`config.mk`:
```
export PLATFORM = sky130hd
export DESIGN_NAME = muldiv_unit
export DESIGN_NICKNAME = d
export VERILOG_FILES = /design/src/rtl/muldiv_unit.sv
export SDC_FILE = /design/constraint.sdc
export NUM_CORES = 1
export LEC_CHECK = 0
export BUFFER_PORTS_ARGS = -buffer_cell sky130_fd_sc_hd__buf_2
export CAP_MARGIN = 20
export CORE_ASPECT_RATIO = 1.75
export CORE_MARGIN = 2
export CORE_UTILIZATION = 40
export DETAILED_ROUTE_END_ITERATION = 8
export PLACE_DENSITY = 0.64
export SLEW_MARGIN = 20
export SYNTH_ARGS = -nofsm -noshare
export SYNTH_HDL_FRONTEND = slang
export SYNTH_SLANG_ARGS = --single-unit
```
`constraint.sdc`:
```
create_clock -name clk -period 5.58 [get_ports clk]
set_input_delay 1.674 -clock clk [delete_from_list [all_inputs] [get_ports clk]]
set_output_delay 1.674 -clock clk [all_outputs]
set_load 0.02 [all_outputs]
```
`src/rtl/muldiv_unit.sv`:
```
// rtl/muldiv_unit.sv - iterative radix-2 multiply/divide unit for the M-extension
module muldiv_unit #(
    parameter int XLEN = 32,
    parameter int CNTW = $clog2(XLEN) + 1
) (
    input  logic            clk,
    input  logic            reset_n,
    input  logic            flush,
    input  logic            in_valid,
    output logic            in_ready,
    input  logic [2:0]      funct3,
    input  logic [XLEN-1:0] a,
    input  logic [XLEN-1:0] b,
    output logic            out_valid,
    input  logic            out_ready,
    output logic [XLEN-1:0] result,
    output logic            busy
);

    typedef enum logic [1:0] {S_IDLE, S_CALC, S_DONE} state_t;

    state_t              r_state;
    state_t              w_state_nxt;
    logic [CNTW-1:0]     r_cnt;
    logic [2:0]          r_op;
    logic                r_a_neg;
    logic                r_b_neg;
    logic [XLEN-1:0]     r_opb;
    logic [XLEN-1:0]     r_result;
    logic [2*XLEN-1:0]   r_acc;

    // Request decode: which operands are signed and which shortcuts apply
    logic                w_accept;
    logic                w_a_sgn, w_b_sgn, w_a_neg, w_b_neg;
    logic [XLEN-1:0]     w_a_mag, w_b_mag;
    logic                w_div0, w_ovf, w_special;
    logic [XLEN-1:0]     w_special_res;

    assign w_accept  = in_valid && (r_state == S_IDLE) && !flush;
    assign w_a_sgn   = (funct3 == 3'b001) || (funct3 == 3'b010) ||
                       (funct3 == 3'b100) || (funct3 == 3'b110);
    assign w_b_sgn   = (funct3 == 3'b001) || (funct3 == 3'b100) || (funct3 == 3'b110);
    assign w_a_neg   = w_a_sgn && a[XLEN-1];
    assign w_b_neg   = w_b_sgn && b[XLEN-1];
    assign w_a_mag   = w_a_neg ? -a : a;
    assign w_b_mag   = w_b_neg ? -b : b;
    assign w_div0    = funct3[2] && (b == '0);
    assign w_ovf     = funct3[2] && !funct3[0] && (b == '1) &&
                       (a == {1'b1, {(XLEN-1){1'b0}}});
    assign w_special = w_div0 || w_ovf;
    assign w_special_res = w_div0 ? (funct3[1] ? a : '1) : (funct3[1] ? '0 : a);

    // One iteration step: shift-add for multiply, restoring step for divide
    logic [XLEN-1:0]     w_acc_hi, w_acc_lo;
    logic [XLEN:0]       w_madd, w_rsh, w_rdiff;
    logic [2*XLEN-1:0]   w_mul_nxt, w_div_nxt, w_acc_nxt;
    logic                w_last;

    assign w_acc_hi  = r_acc[2*XLEN-1:XLEN];
    assign w_acc_lo  = r_acc[XLEN-1:0];
    assign w_madd    = {1'b0, w_acc_hi} + {1'b0, (r_acc[0] ? r_opb : '0)};
    assign w_mul_nxt = {w_madd, w_acc_lo[XLEN-1:1]};
    assign w_rsh     = {w_acc_hi, w_acc_lo[XLEN-1]};
    assign w_rdiff   = w_rsh - {1'b0, r_opb};
    assign w_div_nxt = w_rdiff[XLEN] ? {w_rsh[XLEN-1:0], w_acc_lo[XLEN-2:0], 1'b0}
                                     : {w_rdiff[XLEN-1:0], w_acc_lo[XLEN-2:0], 1'b1};
    assign w_acc_nxt = r_op[2] ? w_div_nxt : w_mul_nxt;
    assign w_last    = (r_cnt == CNTW'(XLEN - 1));

    // Sign correction and word selection applied to the final iteration
    logic [2*XLEN-1:0]   w_prod;
    logic [XLEN-1:0]     w_quo, w_rem, w_final;

    assign w_prod = (r_a_neg ^ r_b_neg) ? -w_acc_nxt : w_acc_nxt;
    assign w_quo  = (r_a_neg ^ r_b_neg) ? -w_acc_nxt[XLEN-1:0] : w_acc_nxt[XLEN-1:0];
    assign w_rem  = r_a_neg ? -w_acc_nxt[2*XLEN-1:XLEN] : w_acc_nxt[2*XLEN-1:XLEN];

    // Pick the architectural result word for the latched operation
    always_comb begin
        w_final = w_prod[XLEN-1:0];
        case (r_op)
            3'b000:                 w_final = w_prod[XLEN-1:0];
            3'b001, 3'b010, 3'b011: w_final = w_prod[2*XLEN-1:XLEN];
            3'b100, 3'b101:         w_final = w_quo;
            default:                w_final = w_rem;
        endcase
    end

    // State register
    always_ff @(posedge clk or negedge reset_n) begin
        if (!reset_n) r_state <= S_IDLE;
        else          r_state <= w_state_nxt;
    end

    // Next-state logic; flush overrides every transition
    always_comb begin
        w_state_nxt = r_state;
        if (flush) begin
            w_state_nxt = S_IDLE;
        end else begin
            case (r_state)
                S_IDLE:  if (in_valid) w_state_nxt = w_special ? S_DONE : S_CALC;
                S_CALC:  if (w_last) w_state_nxt = S_DONE;
                S_DONE:  if (out_ready) w_state_nxt = S_IDLE;
                default: w_state_nxt = S_IDLE;
            endcase
        end
    end

    // Operand capture, iteration datapath and result register
    always_ff @(posedge clk or negedge reset_n) begin
        if (!reset_n) begin
            r_cnt    <= '0;
            r_op     <= '0;
            r_a_neg  <= 1'b0;
            r_b_neg  <= 1'b0;
            r_opb    <= '0;
            r_acc    <= '0;
            r_result <= '0;
        end else if (w_accept) begin
            r_cnt   <= '0;
            r_op    <= funct3;
            r_a_neg <= w_a_neg;
            r_b_neg <= w_b_neg;
            r_opb   <= funct3[2] ? w_b_mag : w_a_mag;
            r_acc   <= {{XLEN{1'b0}}, (funct3[2] ? w_a_mag : w_b_mag)};
            if (w_special) r_result <= w_special_res;
        end else if (r_state == S_CALC && !flush) begin
            r_acc <= w_acc_nxt;
            r_cnt <= r_cnt + CNTW'(1);
            if (w_last) r_result <= w_final;
        end
    end

    assign in_ready  = reset_n && (r_state == S_IDLE);
    assign out_valid = (r_state == S_DONE);
    assign busy      = (r_state != S_IDLE);
    assign result    = r_result;

endmodule

```
# Yosys cells after proc, flatten, opt, wreduce, memory -nomap -nowiden

Cells that the tools add are included.

Equal/unequal tests: 18
Reduce and logical (&&, ||, !) cells: 28
Multiplexer cells: 28
$add $sub $neg: 8
Bitwise operators: 1

Operators by type and width:

| operator               | count |
|---|---|
| $mux W32               | 14 |
| $mux W64               | 5 |
| $neg A32 Y32           | 4 |
| $pmux W32 S3           | 1 |
| $eq A32 B32 Y1 const B | 2 |
| $neg A64 Y64           | 1 |
| $add A32 B32 Y33       | 1 |
| $sub A33 B32 Y33       | 1 |
| $logic_not A32 Y1      | 1 |
| $eq A3 B3 Y1 const B   | 4 |
| $mux W6                | 2 |
| $logic_and A1 B1 Y1    | 10 |
| $mux W2                | 5 |
| $eq A3 B2 Y1 const B   | 3 |
| $add A6 B1 Y6 const B  | 1 |
| $eq A3 B1 Y1 const B   | 2 |
| $eq A6 B5 Y1 const B   | 1 |
| $logic_or A1 B1 Y1     | 6 |
| $ne A3 B3 Y1 const B   | 2 |
| $pmux W2 S3            | 1 |
| $reduce_and A3 Y1      | 2 |
| $reduce_bool A2 Y1     | 3 |
| $logic_not A3 Y1       | 1 |
| $ne A3 B2 Y1 const B   | 1 |
| other kinds (8)        | 9 |

Word-level logic and storage cells: 91
Bits in registers: 141

# Depth between registers and ports, before layout

Word-level depth: 9
Gate-level depth with buffers: 25
Depth with buffers taken out: 23

# Worst setup path before layout

OpenSTA, ideal clock, no wires.

Kind: register -> register
Start point: register r_acc[31]
End point: register r_result[16], in the netlist result[16]
Data required time: 5448 ps
Arrival time: 4940 ps
Library setup time: 132 ps
Buffers on the path: 2
Clock period less this slack: 5072 ps
Stages on the path, launching flop included: 26
Slack: 508 ps
Cell sequence: dfrtp_1 inv_1 ha_1 inv_1 fa_1 a211oi_1 o211a_1 o31a_1 buf_6 a2111oi_4 a211o_1 buf_6 nor2_1 a21oi_1 ha_1 nand2_1 nor2_1 nand3_1 or4_1 nor4_4 inv_1 nor4_1 or4_1 nand3_1 a21oi_1 o21ai_1

Cells in the longest elaborated chain, start to end: 9
Elaborated cells on any way between the ends: 13

RTL lines:

| item                                 | RTL line | text |
|---|---|---|
| start: declaration                   | 30       | `logic [2*XLEN-1:0] r_acc;` |
| start signal: assignment             | 126      | `r_acc <= {{XLEN{1'b0}}, (funct3[2] ? w_a_mag : w_b_mag)};` |
| start signal: assignment             | 129      | `r_acc <= w_acc_nxt;` |
| $sub A33 B32 Y33                     | 64       | `assign w_rdiff = w_rsh - {1'b0, r_opb};` |
| $mux W64                             | 65       | `assign w_div_nxt = w_rdiff[XLEN] ? {w_rsh[XLEN-1:0], w_acc_lo[XLEN-2:0], 1'b0}` |
| $mux W64 *                           | 67       | `assign w_acc_nxt = r_op[2] ? w_div_nxt : w_mul_nxt;` |
| $neg A64 Y64 (tied with other cells) | 74       | `assign w_prod = (r_a_neg ^ r_b_neg) ? -w_acc_nxt : w_acc_nxt;` |
| $mux W64 (tied with other cells)     | 74       |  |
| $pmux W32 S3 *                       | 81       | `case (r_op)` |
| $mux W32 *                           | 131      | `if (w_last) r_result <= w_final;` |
| $mux W32 *                           | 128      | `end else if (r_state == S_CALC && !flush) begin` |
| $mux W32 *                           | 120      | `end else if (w_accept) begin` |
| end signal: assignment               | 127      | `if (w_special) r_result <= w_special_res;` |
| end signal: assignment               | 131      |  |
| end: declaration                     | 29       | `logic [XLEN-1:0] r_result;` |

Mark *: on every way between the ends. The rest lies on a longest branch, timed or not. The select of a mux whose other input is x is not followed.
A chain may end at the register's enable or synchronous reset.

# Worst setup path after layout

Start point: register r_acc[60]
End point: register r_result[18], in the netlist result[18]

Cells in the longest elaborated chain, start to end: 9
Elaborated cells on any way between the ends: 13

RTL lines:

| item                                 | RTL line |
|---|---|
| $sub A33 B32 Y33 *                   | 64 |
| $mux W64 *                           | 65 |
| $mux W64 *                           | 67 |
| $neg A64 Y64 (tied with other cells) | 74 |
| $mux W64 (tied with other cells)     | 74 |
| $pmux W32 S3 *                       | 81 |
| $mux W32 *                           | 131 |
| $mux W32 *                           | 128 |
| $mux W32 *                           | 120 |

Marked as above.

==> results.tsv <==
stage	metric	value	unit
cts	cts.sinks	141	
sta	period_minus_slack	5370	ps
detailed_routing	dr.pass1.iters	7	
floorplan	die_area	42700	um2
sta	drv_slew	0	
critical_path	worstSetupPathType	reg2reg	
placement	gp_congestion	1.08	
cells_and_area	fillerInstances	4258	
detailed_routing	drt_wl_total	76200	um
cells_and_area	final_area	18700	um2
cts	clkTransAtPathRegs	70	ps
detailed_routing	drt_iter0_drc	1564	
critical_path	arrival	5690	ps
cts	cts_tree	built	
sta	slew_headroom	0.269	
sta	skew	13.8	ps
critical_path	crit_family	simple AND/OR/NAND/NOR gates	
pwr	p_per_area	559	nW/um2
global_route	grt_start_max_net_pins	121	
cells_and_area	layout_commonest_cell	a21oi_1	
sta	hold_viol	0	
critical_path	cp-start-kind	register	
pwr	leakage	7.85	nW
cells_and_area	nets	2535	
floorplan	start_util	0.403	
logic_synthesis	syn_inst	2279	
global_route	antenna_found_initial	3	
logic_synthesis	syn_nets	2423	
logic_synthesis	syn_area_per_cell	7.20	um2
logic_synthesis	synthesis.area	16400	um2
global_route	gr-total-overflow	0	
placement	place_area	18100	um2
placement	hpwl	60800	um
cts	clock_latency	460	ps
critical_path	crit_path_end_kind	register	
sta	setup_viol	0	
floorplan	core-area	40700	um2
placement	port_buffers	106	
cells_and_area	areaGrowthSynthToFinish	14.1	%
sta	finalCritPeriodShare	0.962	
sta	rsz0062_at_grt	false	
outcome	status	finished, final reports clean	
critical_path	cpMaxStageDelayCell	or4b_2	
logic_synthesis	yosysUniqueCellTypes	88	
cts	clockBufferDepth	2	
detailed_routing	vias_per_cell	6.30	
logic_synthesis	synth_edf_count	0	
logic_synthesis	synth_flop_cell	dfrtp_1	
floorplan	fp.dieH	272	um
logic_synthesis	synth.yosys.warnings	0	
detailed_routing	vias	18600	
min_path	hp-class	reg2reg	
critical_path	worstPathMaxFanout	6	
global_route	track_usage	0.353	
cells_and_area	layout-drive-gt1-share	0.137	
sta	tns	0	ps
cells_and_area	regArea	3530	um2
detailed_routing	routedWlPerCell	25.8	um
sta	worstMarginPinSlew	1100	ps
critical_path	slowest_delay	650	ps
critical_path	path_cells	ha_1 -> and4_1 -> nand2_1 -> or4b_2 -> o211ai_1 -> a211o_1 -> nor2_1 -> a21oi_1 -> ha_1 -> nand2_1 -> nor2_1 -> nand3_1 -> or4_1 -> nor4_4 -> buf_4 -> buf_4 -> a31oi_1 -> xor2_1 -> a22oi_1 -> o21ai_0	
run	drv_cap	0	
global_route	first_global_vias	17700	
cells_and_area	multiInputGateArea	12100	um2
detailed_routing	drc	0	
cts	htreeDepth	4	
floorplan	fp.dieW	157	um
detailed_routing	ant_nets	0	
logic_synthesis	ys_seq_elements	141	
logic_synthesis	async_flop_share	1.00	
pwr	irDropWorstVdd	290	uV
sta	clock.fmax	186	MHz
global_route	grt_pass1_wl	112000	um
cts	ctsRootBufferMaster	clkbuf_16	
floorplan	io_pins	107	
logic_synthesis	ys_seq_area_frac	0.215	
critical_path	cp.buffers_inverters	2	
cells_and_area	layout_common_cells	a21oi_1 (247), nand2_1 (245), nor2_1 (221), o21ai_0 (196), dfrtp_1 (140)	
floorplan	rows	98	
cts	cts_buffers	17	
cells_and_area	utilization	0.460	
critical_path	cp.required	5900	ps
[power breakdown]
| group | total [mW] | switching [mW] | internal (mW) |
|---|---|---|---|
| combinational | 7.71 | 4.93 | 2.77 |
| clock | 1.19 | 0.546 | 0.646 |
| sequential | 1.58 | 0.332 | 1.25 |
[logic make-up after synthesis]
group           after synthesis  share of synthesized area
flops                       141                      0.215
compound gates              802                      0.307
simple gates                818                      0.242
fa+ha+maj                    72                     0.0558
buf+inv                     216                     0.0527
xor+xnor                    186                     0.0992
mux                          44                     0.0278
[worst register-to-register path: cells and delay by family (launching register included)]
kind	cells	cell delay, ps
buffers and inverters	2	360
and+or+nand+nor	9	2290
adders and majority gates	2	620
xor gates and xnor gates	1	160
AOI/OAI and AO/OA	6	1350
DFF	1	430
[per-layer routing]
layer	share of wire	vias up	wire [um]	track usage
met5	0	-	0	0
met4	0.11	0	8540	0.326
met3	0.055	293	4180	0.0458
met2	0.49	884	37300	0.608
met1	0.34	8892	26200	0.366
li1	-	8560	-	-
[sequential cells by signal, indices dropped and copies added, names as in the netlist]
signal	cells
r_b_neg	1
r_cnt	6
r_acc	64
r_op	3
result	32
r_opb	32
r_state	2
r_a_neg	1
[final timing paths]
check                      startpoint    endpoint  slack [ps]  cells after the start
max                         r_acc[60]  result[18]         210                     20
min                         result[1]   result[1]         490                      1
max reg2reg                 r_acc[60]  result[18]         210                     20
min reg2reg                 result[1]   result[1]         490                      1
max in group asynchronous     reset_n     r_op[2]        3210                      2
min in group asynchronous     reset_n  result[13]        1140                      1
[per-stage QoR]
| step | power (mW) | std cells | hold WS, ps | setup WS [ps] |
|---|---|---|---|---|
| 6_report | 10.5 | 2958 | 491 | 209 |
| 3_3_place_gp | 8.94 | 2919 | 467 | -76.4 |
| 3_5_place_dp | 8.99 | 2919 | 473 | -78.8 |
| 5_1_grt | 11.1 | 2955 | 505 | 27.7 |
| 4_1_cts | 10.2 | 2953 | 490 | 124 |
| 2_1_floorplan | 6.33 | 2279 | 463 | 508 |
[Yosys cell counts (all sizes together), types with 8 or more instances]
| library cell | n | area [um2] |
|---|---|---|
| a31oi | 33 | 213 |
| or2 | 10 | 62.6 |
| nand2b | 12 | 75.1 |
| clkbuf | 107 | 402 |
| mux2i | 41 | 423 |
| nor2 | 224 | 841 |
| nor3 | 83 | 435 |
| dfrtp | 141 | 3530 |
| o21a | 14 | 105 |
| and2 | 54 | 338 |
| a211o | 11 | 105 |
| and3 | 20 | 125 |
| nand4 | 29 | 181 |
| xor2 | 80 | 701 |
| nand2 | 246 | 923 |
| o211ai | 56 | 420 |
| xnor2 | 106 | 928 |
| a21o | 23 | 173 |
| a211oi | 29 | 223 |
| nor4 | 24 | 225 |
| a21oi | 249 | 1250 |
| o21ai | 221 | 1110 |
| or4 | 11 | 86.3 |
| and4 | 9 | 78.8 |
| o21bai | 9 | 67.6 |
| or3 | 19 | 119 |
| a221oi | 12 | 111 |
| buf | 40 | 204 |
| ha | 70 | 876 |
| o22ai | 11 | 68.8 |
| nor2b | 14 | 87.6 |
| nand3 | 38 | 190 |
| nor3b | 8 | 60.1 |
| o31ai | 28 | 215 |
| a311oi | 11 | 96.3 |
| inv | 69 | 259 |
| a22o | 22 | 193 |
[area by class of cell]
class	instances	share of cell area
Multi-Input combinational cell	1922	0.646
Sequential cell	141	0.189
Timing Repair Buffer	240	0.0838
Tap cell	550	0.0367
Clock buffer	19	0.0242
Inverter	69	0.0138
Clock inverter	13	0.00674
Antenna cell	4	0.000534
[timing repair]
| item | in CTS | in global routing |
|---|---|---|
| hold buffers | 0 | 0 |
| cloned | 0 | 0 |
| buffers inserted | 2 | 1 |
| endpoints found under the setup margin | 4 | 15 |
| endpoints found under the hold margin | 0 | 0 |
| pin swaps | 2 | 2 |
| gates resized for setup | 0 | 3 |
No activity file was read; power rests on OpenSTA's default activity.
